$ cat config.mk
export PLATFORM = sky130hd
export DESIGN_NAME = config_bit_reader
export DESIGN_NICKNAME = d
export VERILOG_FILES = /design/src/rtl/cfg_read_pkg.sv /design/src/rtl/cfg_sync_chain.sv /design/src/rtl/config_bit_reader.sv
export SDC_FILE = /design/constraint.sdc
export NUM_CORES = 1
export LEC_CHECK = 0
export ABC_CLOCK_PERIOD_IN_PS = 4000
export CELL_PAD_IN_SITES_DETAIL_PLACEMENT = 1
export CELL_PAD_IN_SITES_GLOBAL_PLACEMENT = 2
export CORE_MARGIN = 4
export CORE_UTILIZATION = 38
export DETAILED_ROUTE_END_ITERATION = 12
export GPL_TIMING_DRIVEN = 0
export PLACE_DENSITY_LB_ADDON = 0.1
export SLEW_MARGIN = 20
export SYNTH_ARGS = -nofsm -noshare
export SYNTH_HDL_FRONTEND = slang
export SYNTH_SLANG_ARGS = --single-unit
$ cat constraint.sdc
create_clock -name CLK -period 4 [get_ports CLK]
set_clock_uncertainty 0.2 [all_clocks]
set_input_delay 0.8 -clock CLK [delete_from_list [all_inputs] [get_ports CLK]]
set_output_delay 0.8 -clock CLK [all_outputs]
set_load 0.005 [all_outputs]
$ cat src/rtl/cfg_read_pkg.sv
// Shared types and constants for the configuration-bit readback block.
package cfg_read_pkg;

    typedef enum logic {
        IDLE = 1'b0,
        SEND = 1'b1
    } state_e;

    localparam state_e RST_STATE   = IDLE;
    localparam logic   RST_BUSY    = 1'b0;
    localparam logic   RST_VALID   = 1'b0;
    localparam logic   RST_LAST    = 1'b0;
    localparam logic   RST_CHANGED = 1'b0;

    // Tile index width; a single-tile fabric still needs a 1-bit index port.
    function automatic int tile_w(input int num_tiles);
        return (num_tiles <= 2) ? 1 : $clog2(num_tiles);
    endfunction

endpackage

$ cat src/rtl/cfg_sync_chain.sv
// Free-running multi-bit synchroniser; each bit passes through STAGES flops.
module cfg_sync_chain #(
    parameter int WIDTH  = 1,
    parameter int STAGES = 2
) (
    input  logic             clk_i,
    input  logic             rst_i,
    input  logic [WIDTH-1:0] d_i,
    output logic [WIDTH-1:0] q_o
);

    logic [WIDTH-1:0] stage_q [STAGES];

    always_ff @(posedge clk_i) begin
        if (rst_i) begin
            for (int s = 0; s < STAGES; s++) stage_q[s] <= '0;
        end else begin
            stage_q[0] <= d_i;
            for (int s = 1; s < STAGES; s++) stage_q[s] <= stage_q[s-1];
        end
    end

    assign q_o = stage_q[STAGES-1];

endmodule

$ cat src/rtl/config_bit_reader.sv
// Snapshots the synchronised per-tile config bits on request and streams one word per
// tile over valid/ready, flagging words that differ from the last completed sweep.
//   state | meaning
//   IDLE  | waiting for start; no word offered
//   SEND  | offering snapshot word idx; advance on handshake, finish after last tile
module config_bit_reader
    import cfg_read_pkg::*;
#(
    parameter  int NUM_BITS    = 12,
    parameter  int NUM_TILES   = 4,
    parameter  int SYNC_STAGES = 2,
    localparam int TILE_W      = tile_w(NUM_TILES)
) (
    input  logic                          CLK,
    input  logic                          RST,
    input  logic [NUM_TILES*NUM_BITS-1:0] C_bits,
    input  logic                          start,
    output logic                          busy,
    output logic                          rd_valid,
    input  logic                          rd_ready,
    output logic [NUM_BITS-1:0]           rd_data,
    output logic [TILE_W-1:0]             rd_tile,
    output logic                          rd_last,
    output logic                          rd_changed
);

    localparam int                 VEC_W    = NUM_TILES * NUM_BITS;
    localparam logic [TILE_W-1:0]  LAST_IDX = TILE_W'(NUM_TILES - 1);

    logic [VEC_W-1:0]    sync_q;
    state_e              state_q, state_d;
    logic [TILE_W-1:0]   idx_q, idx_d;
    logic [VEC_W-1:0]    snap_q, snap_d;
    logic [VEC_W-1:0]    prev_q, prev_d;
    logic [NUM_BITS-1:0] cur_word;
    logic [NUM_BITS-1:0] prev_word;
    logic                last_w;

    cfg_sync_chain #(
        .WIDTH  (VEC_W),
        .STAGES (SYNC_STAGES)
    ) u_sync (
        .clk_i (CLK),
        .rst_i (RST),
        .d_i   (C_bits),
        .q_o   (sync_q)
    );

    assign cur_word  = snap_q[int'(idx_q)*NUM_BITS +: NUM_BITS];
    assign prev_word = prev_q[int'(idx_q)*NUM_BITS +: NUM_BITS];
    assign last_w    = (idx_q == LAST_IDX);

    always_ff @(posedge CLK) begin
        if (RST) begin
            state_q <= RST_STATE;
            idx_q   <= '0;
            snap_q  <= '0;
            prev_q  <= '0;
        end else begin
            state_q <= state_d;
            idx_q   <= idx_d;
            snap_q  <= snap_d;
            prev_q  <= prev_d;
        end
    end

    // start is only looked at in IDLE, so a request during a sweep is simply dropped.
    always_comb begin
        state_d = state_q;
        idx_d   = idx_q;
        snap_d  = snap_q;
        prev_d  = prev_q;
        case (state_q)
            IDLE: begin
                if (start) begin
                    snap_d  = sync_q;
                    idx_d   = '0;
                    state_d = SEND;
                end
            end
            SEND: begin
                if (rd_ready) begin
                    if (last_w) begin
                        prev_d  = snap_q;
                        state_d = IDLE;
                    end else begin
                        idx_d = idx_q + TILE_W'(1);
                    end
                end
            end
        endcase
    end

    always_comb begin
        busy       = RST_BUSY;
        rd_valid   = RST_VALID;
        rd_data    = '0;
        rd_tile    = '0;
        rd_last    = RST_LAST;
        rd_changed = RST_CHANGED;
        if (state_q == SEND) begin
            busy       = 1'b1;
            rd_valid   = 1'b1;
            rd_data    = cur_word;
            rd_tile    = idx_q;
            rd_last    = last_w;
            rd_changed = (cur_word != prev_word);
        end
    end

endmodule

==> results.py <==
metrics = {
    "floorplan": {
        "die-area_um2": 20200,
        "design.core.area_um2": 17500,
        "pin_count": 70,
        "rows": 48,
        "floorplan.initialDensity_pct": 39.2,
        "die_w_um": 142,
        "die_h_um": 142,
    },
    "min_path": {
        "hold_class": "register to register",
        "worstHoldEndpoint": "u_sync.stage_q[1][17]",
        "holdCritStartpoint": "u_sync.stage_q[0][17]",
        "worstHoldPathCells": 1,
    },
    "cts": {
        "clkLatencyLatePin_ps": 430,
        "cts_root_buf": "clkbuf_16",
        "clk_pin_slew_ps": 80,
        "cts_tree": "yes",
        "htree_levels": 4,
        "holdBufCountCts": 0,
        "cts_max_path_buffers": 2,
        "cts_sinks": 195,
        "cts_buffers": 17,
        "postCtsSetupBuffers": 0,
    },
    "drt": {
        "drc": 0,
        "dr_total_vias": 5029,
        "drt_first_pass_iters": 5,
        "antenna_left": 0,
        "wirelength_um": 19300,
        "drt_iter0_drc": 192,
        "viasPerCell": 4.91,
        "wl_per_cell_um": 18.8,
    },
    "sta": {
        "rsz0062_at_grt": "false",
        "finalSetupTns_ps": 0,
        "worstMarginPinSlew_ps": 767,
        "slew_viol_final": 0,
        "min_period_over_period_pct": 96.5,
        "setup_viol": 0,
        "clock.fmax_mhz": 259,
        "fin_crit_ps": 3860,
        "max_slew_margin_pct": 48.8,
        "finalHoldViolations": 0,
        "fin_ws_ps": 141,
    },
    "layout": {
        "fillers": 1952,
        "fin_nets": 839,
        "drive_gt1_share_pct": 6.26,
        "syn_to_final_growth_pct": 22.5,
        "n_antenna_cell": 0,
    },
    "worst_setup_path": {
        "crit_fanout": 10,
        "crit_cells": 7,
        "startpoint": "idx_q[1]",
        "worst_setup_path_end_kind": "output pin",
        "path_class": "register to output pin",
        "cp.arrival_ps": 2860,
        "timing.rr.end": "prev_q[41]",
        "crit_slowest_cell": "clkdlybuf4s50_1",
        "critical_path.max_stage_delay_ps": 440,
        "path_cells": "buf_4, buf_2, mux4_2, xnor2_1, nand4_1, o31a_1, clkdlybuf4s50_1",
        "r2r_setup_slack_ps": 1350,
        "ff2ff_path_depth": 7,
        "cp.required_ps": 3000,
        "startpoint_type": "register",
        "rr_startpoint": "idx_q[0]",
        "cp_top_family": "buffers and inverters",
        "critPathBufInv": 3,
    },
    "yosys": {
        "syn_area_um2": 6850,
        "seq_area_frac_synth_pct": 57.0,
        "synthXorXnorAreaFrac_pct": 1.54,
        "syn_area_per_cell_um2": 9.79,
        "ys_ff_latch": 195,
        "synth_compound_area_share_pct": 7.35,
        "synth_top_family_by_area": "simple AND/OR/NAND/NOR gates",
        "syn-num-nets": 752,
        "yosys.area_share.simple_pct": 21.7,
        "synthAdderAreaFrac_pct": 0.183,
        "synth_cells": 699,
        "ys_warn_count": 0,
        "synth_top_area_share_pct": 57.0,
        "synth.area.mux_share_pct": 8.86,
        "synth_area_leader_cell": "dfxtp_1",
        "synth_cell_types": 24,
        "ys_top_cells_by_area": "dfxtp_1 (57%), nand2_1 (11%), nor2b_1 (9.0%)",
    },
    "placement": {
        "place_ws_ps": 287,
        "io_buffer_count": 68,
        "dp_hpwl_um": 14200,
        "gp_congestion": 0.860,
    },
    "grt": {
        "grtUsageTotal_pct": 19.8,
        "grt_pass1_vias": 5320,
        "grt_pass1_wl_um": 29700,
        "grt_overflow": 0,
        "grt_max_degree": 19,
        "antenna_found_initial": 0,
    },
    "power": {
        "p_sw_mw": 0.922,
        "p_total_mw": 3.88,
        "pwr-share-comb_pct": 5.6,
        "clockPowerShare_pct": 42.2,
        "p_per_area_nw_per_um2": 462,
        "p_leak_nw": 2.97,
        "swShare_pct": 23.8,
        "power_frac_seq_pct": 52.2,
        "irDropWorstVdd_uv": 287,
        "power.internal_mw": 2.95,
    },
    "flow_run": {
        "cap_violations": 0,
    },
    "run_status": {
        "outcome": "complete, no violations",
    },
}
[state kept, by name (all words and copies together), names as in the netlist]
register / cells
u_sync.stage_q: 96
prev_q: 48
state_q: 1
idx_q: 2
snap_q: 48
[power by group through the flow]
stage	clock [mW]	sequential [mW]	combinational [mW]
2_1_floorplan	0	2.06	0.116
3_3_place_gp	0	2.07	0.212
3_5_place_dp	0	2.07	0.220
4_1_cts	1.68	2.02	0.221
5_1_grt	1.77	2.03	0.239
6_report	1.64	2.02	0.216
[synthesized netlist by cell type (all sizes together)]
master and count:
nand3b 1, ha 1, a32oi 1, clkbuf 37
buf 14, dfxtp 195, mux2i 1, a21oi 97
nor2 2, xnor2 12, nand4 3, o31a 1
nor3 1, nand2 194, and3 1, mux4 24
nand2b 1, nor2b 98, and2 15
[how the worst max path moves through the flow]
stage	endpoint	slack [ps]
floorplan	rd_changed	1290
global placement	rd_changed	290
detailed placement	rd_changed	290
finish	rd_changed	140
global route	rd_changed	2
CTS	rd_changed	70
[stage by stage]
stage               instance area [um^2]  hold slack, ps  instances  utilization (%)
floorplan                           6850             214        699                -
global placement                    7810             219        992             44.7
detailed placement                  7810             224        992             44.7
CTS                                 8380             241       1024             47.9
global route                        8390             251       1024             48.0
finish                              8390             236       1024             48.0
[cell families after synthesis]
logic type | after synthesis
adder cells (fa/ha/maj) | 1
buffers and inverters | 51
AND/OR/NAND/NOR | 316
flip-flops | 195
AO/OA/AOI/OAI | 99
XOR/XNOR | 12
multiplexers | 25
[final cells by class]
cell class / instances / area [um^2] / area share [%]
plain buffers: 51 / 236 / 2.82
clock buffers: 19 / 453 / 5.40
clock inverters: 13 / 113 / 1.34
multi-input cells: 453 / 2720 / 32.4
flip-flops and latches: 195 / 3900 / 46.5
well taps: 225 / 282 / 3.36
repair buffers: 68 / 681 / 8.11
[timing repair]
| item | CTS | global route |
|---|---|---|
| resized for setup | 2 | 3 |
| cloned | 0 | 0 |
| setup endpoints to repair | 1 | 1 |
[placed cells by master (no fill, tap or decap), types with 2 or more instances in the layout]
cell type and instances:
dfxtp_1 195, nand2_1 194, nor2b_1 98, a21oi_1 97, clkdlybuf4s50_1 68, clkbuf_1 36
clkbuf_16 17, and2_1 15, mux4_1 15, xnor2_1 11, mux4_2 9, buf_1 7
inv_6 5, buf_4 3, nand4_1 3, clkinv_4 3, buf_2 2, buf_6 2
nor2_1 2, clkbuf_8 2, inv_8 2, clkinvlp_4 2
[metal layers]
| metal | part of all wire (%) | vias to the layer above | global-route usage (%) |
|---|---|---|---|
| met4 | 1.0 | 0 | 4.75 |
| li1 | - | 2452 | - |
| met3 | 3.8 | 11 | 4.84 |
| met1 | 47 | 2484 | 25.9 |
| met2 | 48 | 82 | 33.0 |
| met5 | 0 | - | 0 |
(Power assumes the default switching activity.)
==> edit 1 (same flow settings) <==
Change the parameter `NUM_TILES` from 4 to 6.
--- a/src/rtl/config_bit_reader.sv
+++ b/src/rtl/config_bit_reader.sv
@@ -7,7 +7,7 @@
     import cfg_read_pkg::*;
 #(
     parameter  int NUM_BITS    = 12,
-    parameter  int NUM_TILES   = 4,
+    parameter  int NUM_TILES   = 6,
     parameter  int SYNC_STAGES = 2,
     localparam int TILE_W      = tile_w(NUM_TILES)
 ) (
Ports: changed (resized C_bits and rd_tile); port bits go from 70 to 95. The function was not compared with the original's and may differ.
==> edit 1 against the original RTL <==
Area after synthesis grew 51%; worst setup slack gained 0.58 ps; non-clock buffer count grew 59; first-iteration DRC count grew 110%; power grew 67%; final area grew 54%; sequential cell count grew 97; critical path depth grew 1; routed wire length grew 49%; critical path type unchanged; critical endpoint unchanged; largest power group is now clock.
==> edit 1: results (changes against the original RTL) <==
- CP max stage delay: 530 ps (was 440 ps)
- Synthesized-area fraction occupied by adder cells: 0.00242 (was 0.00183)
- Sequential-to-total area share from yosys stat: 0.566 (was 0.570)
- Slew Limit Headroom: 0.417 (was 0.488)
- Crit path launch: idx_q[0] (was idx_q[1])
- Largest net degree at the start of global routing: 14 (was 19)
- Synthesized net count: 1,174 (was 752)
- Global Route Usage Sum: 0.191 (was 0.198)
- CTS buffer count: 34 (was 17)
- Clk buf depth: 3 (was 2)
- Setup slack, reg-to-reg: 1060 ps (was 1350 ps)
- Worst-skew pair later-pin latency: 510 ps (was 430 ps)
- Xor/xnor share of the synthesized area: 0.0305 (was 0.0154)
- Outcome: finished clean (unchanged)
- Synth top area cells: dfxtp_1, nand2_1, nor2b_1 (unchanged)
- Setup bufs post-CTS: 7 (was 0)
- Post-synthesis compound-gate area fraction: 0.0798 (was 0.0735)
- R2R Path Start: idx_q[1] (was idx_q[0])
- Synth cell types: 32 (was 24)
- Highest net fanout along the worst path: 7 (was 10)
- Top Registers: u_sync.stage_q x144, prev_q x72, snap_q x72 (was u_sync.stage_q x96, prev_q x48, snap_q x48)
- Vias per cell: 4.78 (was 4.91)
- RD Place Congestion: 0.864 (was 0.860)
- Vias in the first global route: 7,951 (was 5,320)
- Peak supply drop: 0.249 mV (was 0.287 mV)
- Layout cells sized above 1: 0.0771 (was 0.0626)
- Reg-to-Reg End: prev_q[6] (was prev_q[41])
- Clock transition at path regs: 60 ps (was 80 ps)
- Multiplexer area fraction after synthesis: 0.0667 (was 0.0886)
- Avg WL per Cell: 17.9 um (was 18.8 um)
- Cts repair resizes: 12 (was 2)
- Hold path start: u_sync.stage_q[1][70] (was u_sync.stage_q[0][17])
- Worst reg-to-reg path cell count: 10 (was 7)
- Total Nets Final: 1,311 (was 839)
- First-pass GRT wire length: 45.2 mm (was 29.7 mm)
- Yosys warning total: 0 (unchanged)
- Top FF cell, synth: dfxtp_1 (unchanged)
- Number of port buffers: 93 (was 68)
- Cell count after placement: 1,530 (was 992)
- H-Tree Depth: 2 (was 4)
- Worst Hold Class: reg2reg (unchanged)
- Via count: 7,649 (was 5,029)
- Initial antenna violation count: 0 (unchanged)
- Worst path slowest cell: mux4_2 (was clkdlybuf4s50_1)
- Mean Syn Cell Area: 9.43 sq um (was 9.79 sq um)
- 1st-iter DRT viols: 403 (was 192)
- Detailed placement HPWL: 21.3 mm (was 14.2 mm)
- Post-synth top cells: dfxtp_1, nand2_1, nor2b_1 (unchanged)
- Leak: 4.61 nW (was 2.97 nW)
- Pre-antenna DRT Iters: 4 (was 5)
==> edit 1: cell types whose count changed in the layout (fill, tap and decap cells not counted), sizes merged, moves of 11 or more <==
cell           unedited run  this run
nand2                   194       292
dfxtp                   195       292
clkbuf                   55       112
nor2b                    98       146
a21oi                    97       144
clkdlybuf4s50            68        92
xor2                      0        18
mux2i                     1        13
o22ai                     0        11
==> edit 1: metal layers <==
metal / vias up / share of wire / track usage
li1: 3821 / - / -
met1: 3632 / 0.50 / 0.280
met2: 166 / 0.43 / 0.293
met3: 30 / 0.049 / 0.0359
met4: 0 / 0.016 / 0.0426
met5: - / 0 / 0
==> edit 1: layout make-up <==
cell class / count / area [sq um]
flip-flops and latches: 292 / 5850
well taps: 341 / 427
repair buffers: 101 / 1010
clock inverters: 14 / 156
inverters: 12 / 45.0
fillers: 3042 / 13900
plain buffers: 77 / 350
clock buffers: 47 / 991
multi-input cells: 715 / 4120
==> edit 1: report_power, final <==
part	leakage, nW	switching (W)	internal (W)
registers	2.39	0.0000427	0.00299
logic	1.67	0.000168	0.000167
clock network	0.554	0.00123	0.00188
==> edit 1: metrics by stage <==
stage          worst slack (ps)  hold slack [ps]  total power (W)  cell area (sq um)
2_1_floorplan              1160              214          0.00326              10300
5_1_grt                    18.9              254          0.00673              12900
3_3_place_gp                345              221          0.00343              11700
4_1_cts                     115              236          0.00655              12900
3_5_place_dp                359              226          0.00343              11700
6_report                    142              229          0.00648              12900
==> edit 1: worst min-delay path by stage <==
stage / end / slack [ps] / cells after the start
after floorplan: u_sync.stage_q[1][0] / 210 / 1
after global placement: u_sync.stage_q[1][62] / 220 / 1
after detailed placement: u_sync.stage_q[1][40] / 230 / 1
after CTS: u_sync.stage_q[1][40] / 240 / 1
after global routing: u_sync.stage_q[1][36] / 250 / 1
final: snap_q[70] / 230 / 2
==> edit 2 (config.mk and constraints unchanged) <==
Without the edit above. Make the reset (`RST` and `rst_i`) asynchronous in 2 clocked blocks.
--- a/src/rtl/cfg_sync_chain.sv
+++ b/src/rtl/cfg_sync_chain.sv
@@ -11,7 +11,7 @@
 
     logic [WIDTH-1:0] stage_q [STAGES];
 
-    always_ff @(posedge clk_i) begin
+    always_ff @(posedge clk_i or posedge rst_i) begin
         if (rst_i) begin
             for (int s = 0; s < STAGES; s++) stage_q[s] <= '0;
         end else begin
--- a/src/rtl/config_bit_reader.sv
+++ b/src/rtl/config_bit_reader.sv
@@ -50,7 +50,7 @@
     assign prev_word = prev_q[int'(idx_q)*NUM_BITS +: NUM_BITS];
     assign last_w    = (idx_q == LAST_IDX);
 
-    always_ff @(posedge CLK) begin
+    always_ff @(posedge CLK or posedge RST) begin
         if (RST) begin
             state_q <= RST_STATE;
             idx_q   <= '0;
Check against the original RTL: differs if RST is asserted again (counterexample within 4 cycles, from zero or initial values and one cycle with RST high); with RST held inactive, the same outputs for 10 cycles.
==> edit 2 against the original RTL <==
Non-clock buffer count fell by 21; routed wire length fell by 24%; die area is 1.9% higher; critical path depth did not move; sequential cell count is the same; global-route usage fell by 4.2 points; via count is 30% lower; area after synthesis is 2.0% higher; worst setup slack lost 60 ps; worst hold slack got worse by 87 ps; final area increased by 4.8%; highest routed layer unchanged.
Power is not compared: it rests on default switching activity, and its combinational part moved more than twofold at a synthesized area within 25%.
==> edit 2: results (changes against the original RTL) <==
- Worst Hold End: u_sync.q_o[41] (was u_sync.stage_q[1][17])
- R2R Path Start: idx_q[0] (unchanged)
- Synthesized net count: 429 (was 752)
- GR met2 Demand/Resource: 0.260 (was 0.330)
- Ys async rst share: 1.00 (was 0)
- Avg WL per Cell: 20.5 um (was 18.8 um)
- Cts repair resizes: 5 (was 2)
- Peak supply drop: 0.499 mV
- Cell count after placement: 680 (was 992)
- Post-synth top cells: dfrtp_1, mux2_2, and2_1, mux4_1, xnor2_1 (was dfxtp_1, nand2_1, nor2b_1)
- Worst Path Arrival: 2920 ps (was 2860 ps)
- Hold path start: u_sync.stage_q[89] (was u_sync.stage_q[0][17])
- Non-Filler Instances: 716 (was 1,024)
- Wire length on met2: 7.49 mm (was 9.26 mm)
- Vias in the first global route: 3,968 (was 5,320)
- Synth top area cells: dfrtp_1, mux2_2, mux4_1 (was dfxtp_1, nand2_1, nor2b_1)
- Post-DP Area: 0.00809 sq mm (was 0.00781 sq mm)
- Slew Limit Headroom: 0.313 (was 0.488)
- RD Place Congestion: 0.737 (was 0.860)
- Via count: 3,500 (was 5,029)
- First-pass GRT wire length: 23.2 mm (was 29.7 mm)
- Detailed placement HPWL: 9.48 mm (was 14.2 mm)
- Largest net degree at the start of global routing: 34 (was 19)
- Layout cells sized above 1: 0.339 (was 0.0626)
- Synth cell types: 23 (was 24)
- Global Route Usage Sum: 0.156 (was 0.198)
- Total Nets Final: 527 (was 839)
- Hold Worst Slack: 149 ps (was 236 ps)
- Outcome: finished clean (unchanged)
- Setup WS pre-CTS: 215 ps (was 287 ps)
- Routed length on met1: 6.44 mm (was 9.07 mm)
- Worst path slowest cell: mux4_2 (was clkdlybuf4s50_1)
- Worst reg-to-reg path cell count: 6 (was 7)
- NetSw: 0.00204 W
- GR Layer Usage met3: 0.0366 (was 0.0484)
- Setup slack, reg-to-reg: 1230 ps (was 1350 ps)
- Number of port buffers: 69 (was 68)
- Reg-to-Reg End: prev_q[47] (was prev_q[41])
- CP max stage delay: 550 ps (was 440 ps)
- Met1 GRT Util: 0.198 (was 0.259)
- WL met3: 504 um (was 727 um)
-- edit 2: cell count changes in the layout (fill, tap and decap cells not counted), moves of 31 or more --
cell,delta
dfrtp_1,+195
clkbuf_1,-31
a21oi_1,-97
dfxtp_1,-195
nor2b_1,-96
nand2_1,-191
mux2_2,+96
-- edit 2: cell families after synthesis --
group                      share of synthesized area
buffers and inverters                         0.0190
xor gates and xnor gates                      0.0150
muxes                                          0.242
AOI/OAI and AO/OA                            0.00448
DFF                                            0.699
and+or+nand+nor                               0.0195
adders and majority gates                    0.00179
-- edit 2: cell type report --
| cell class | count | area (sq um) |
|---|---|---|
| clock buffer | 18 | 439 |
| clock inverter | 14 | 194 |
| timing repair buffer | 79 | 841 |
| inverter | 1 | 7.51 |
| tap | 229 | 287 |
| multi-input combinational | 161 | 1990 |
| sequential | 195 | 4880 |
| buffer | 19 | 151 |
| fill | 1698 | 9230 |
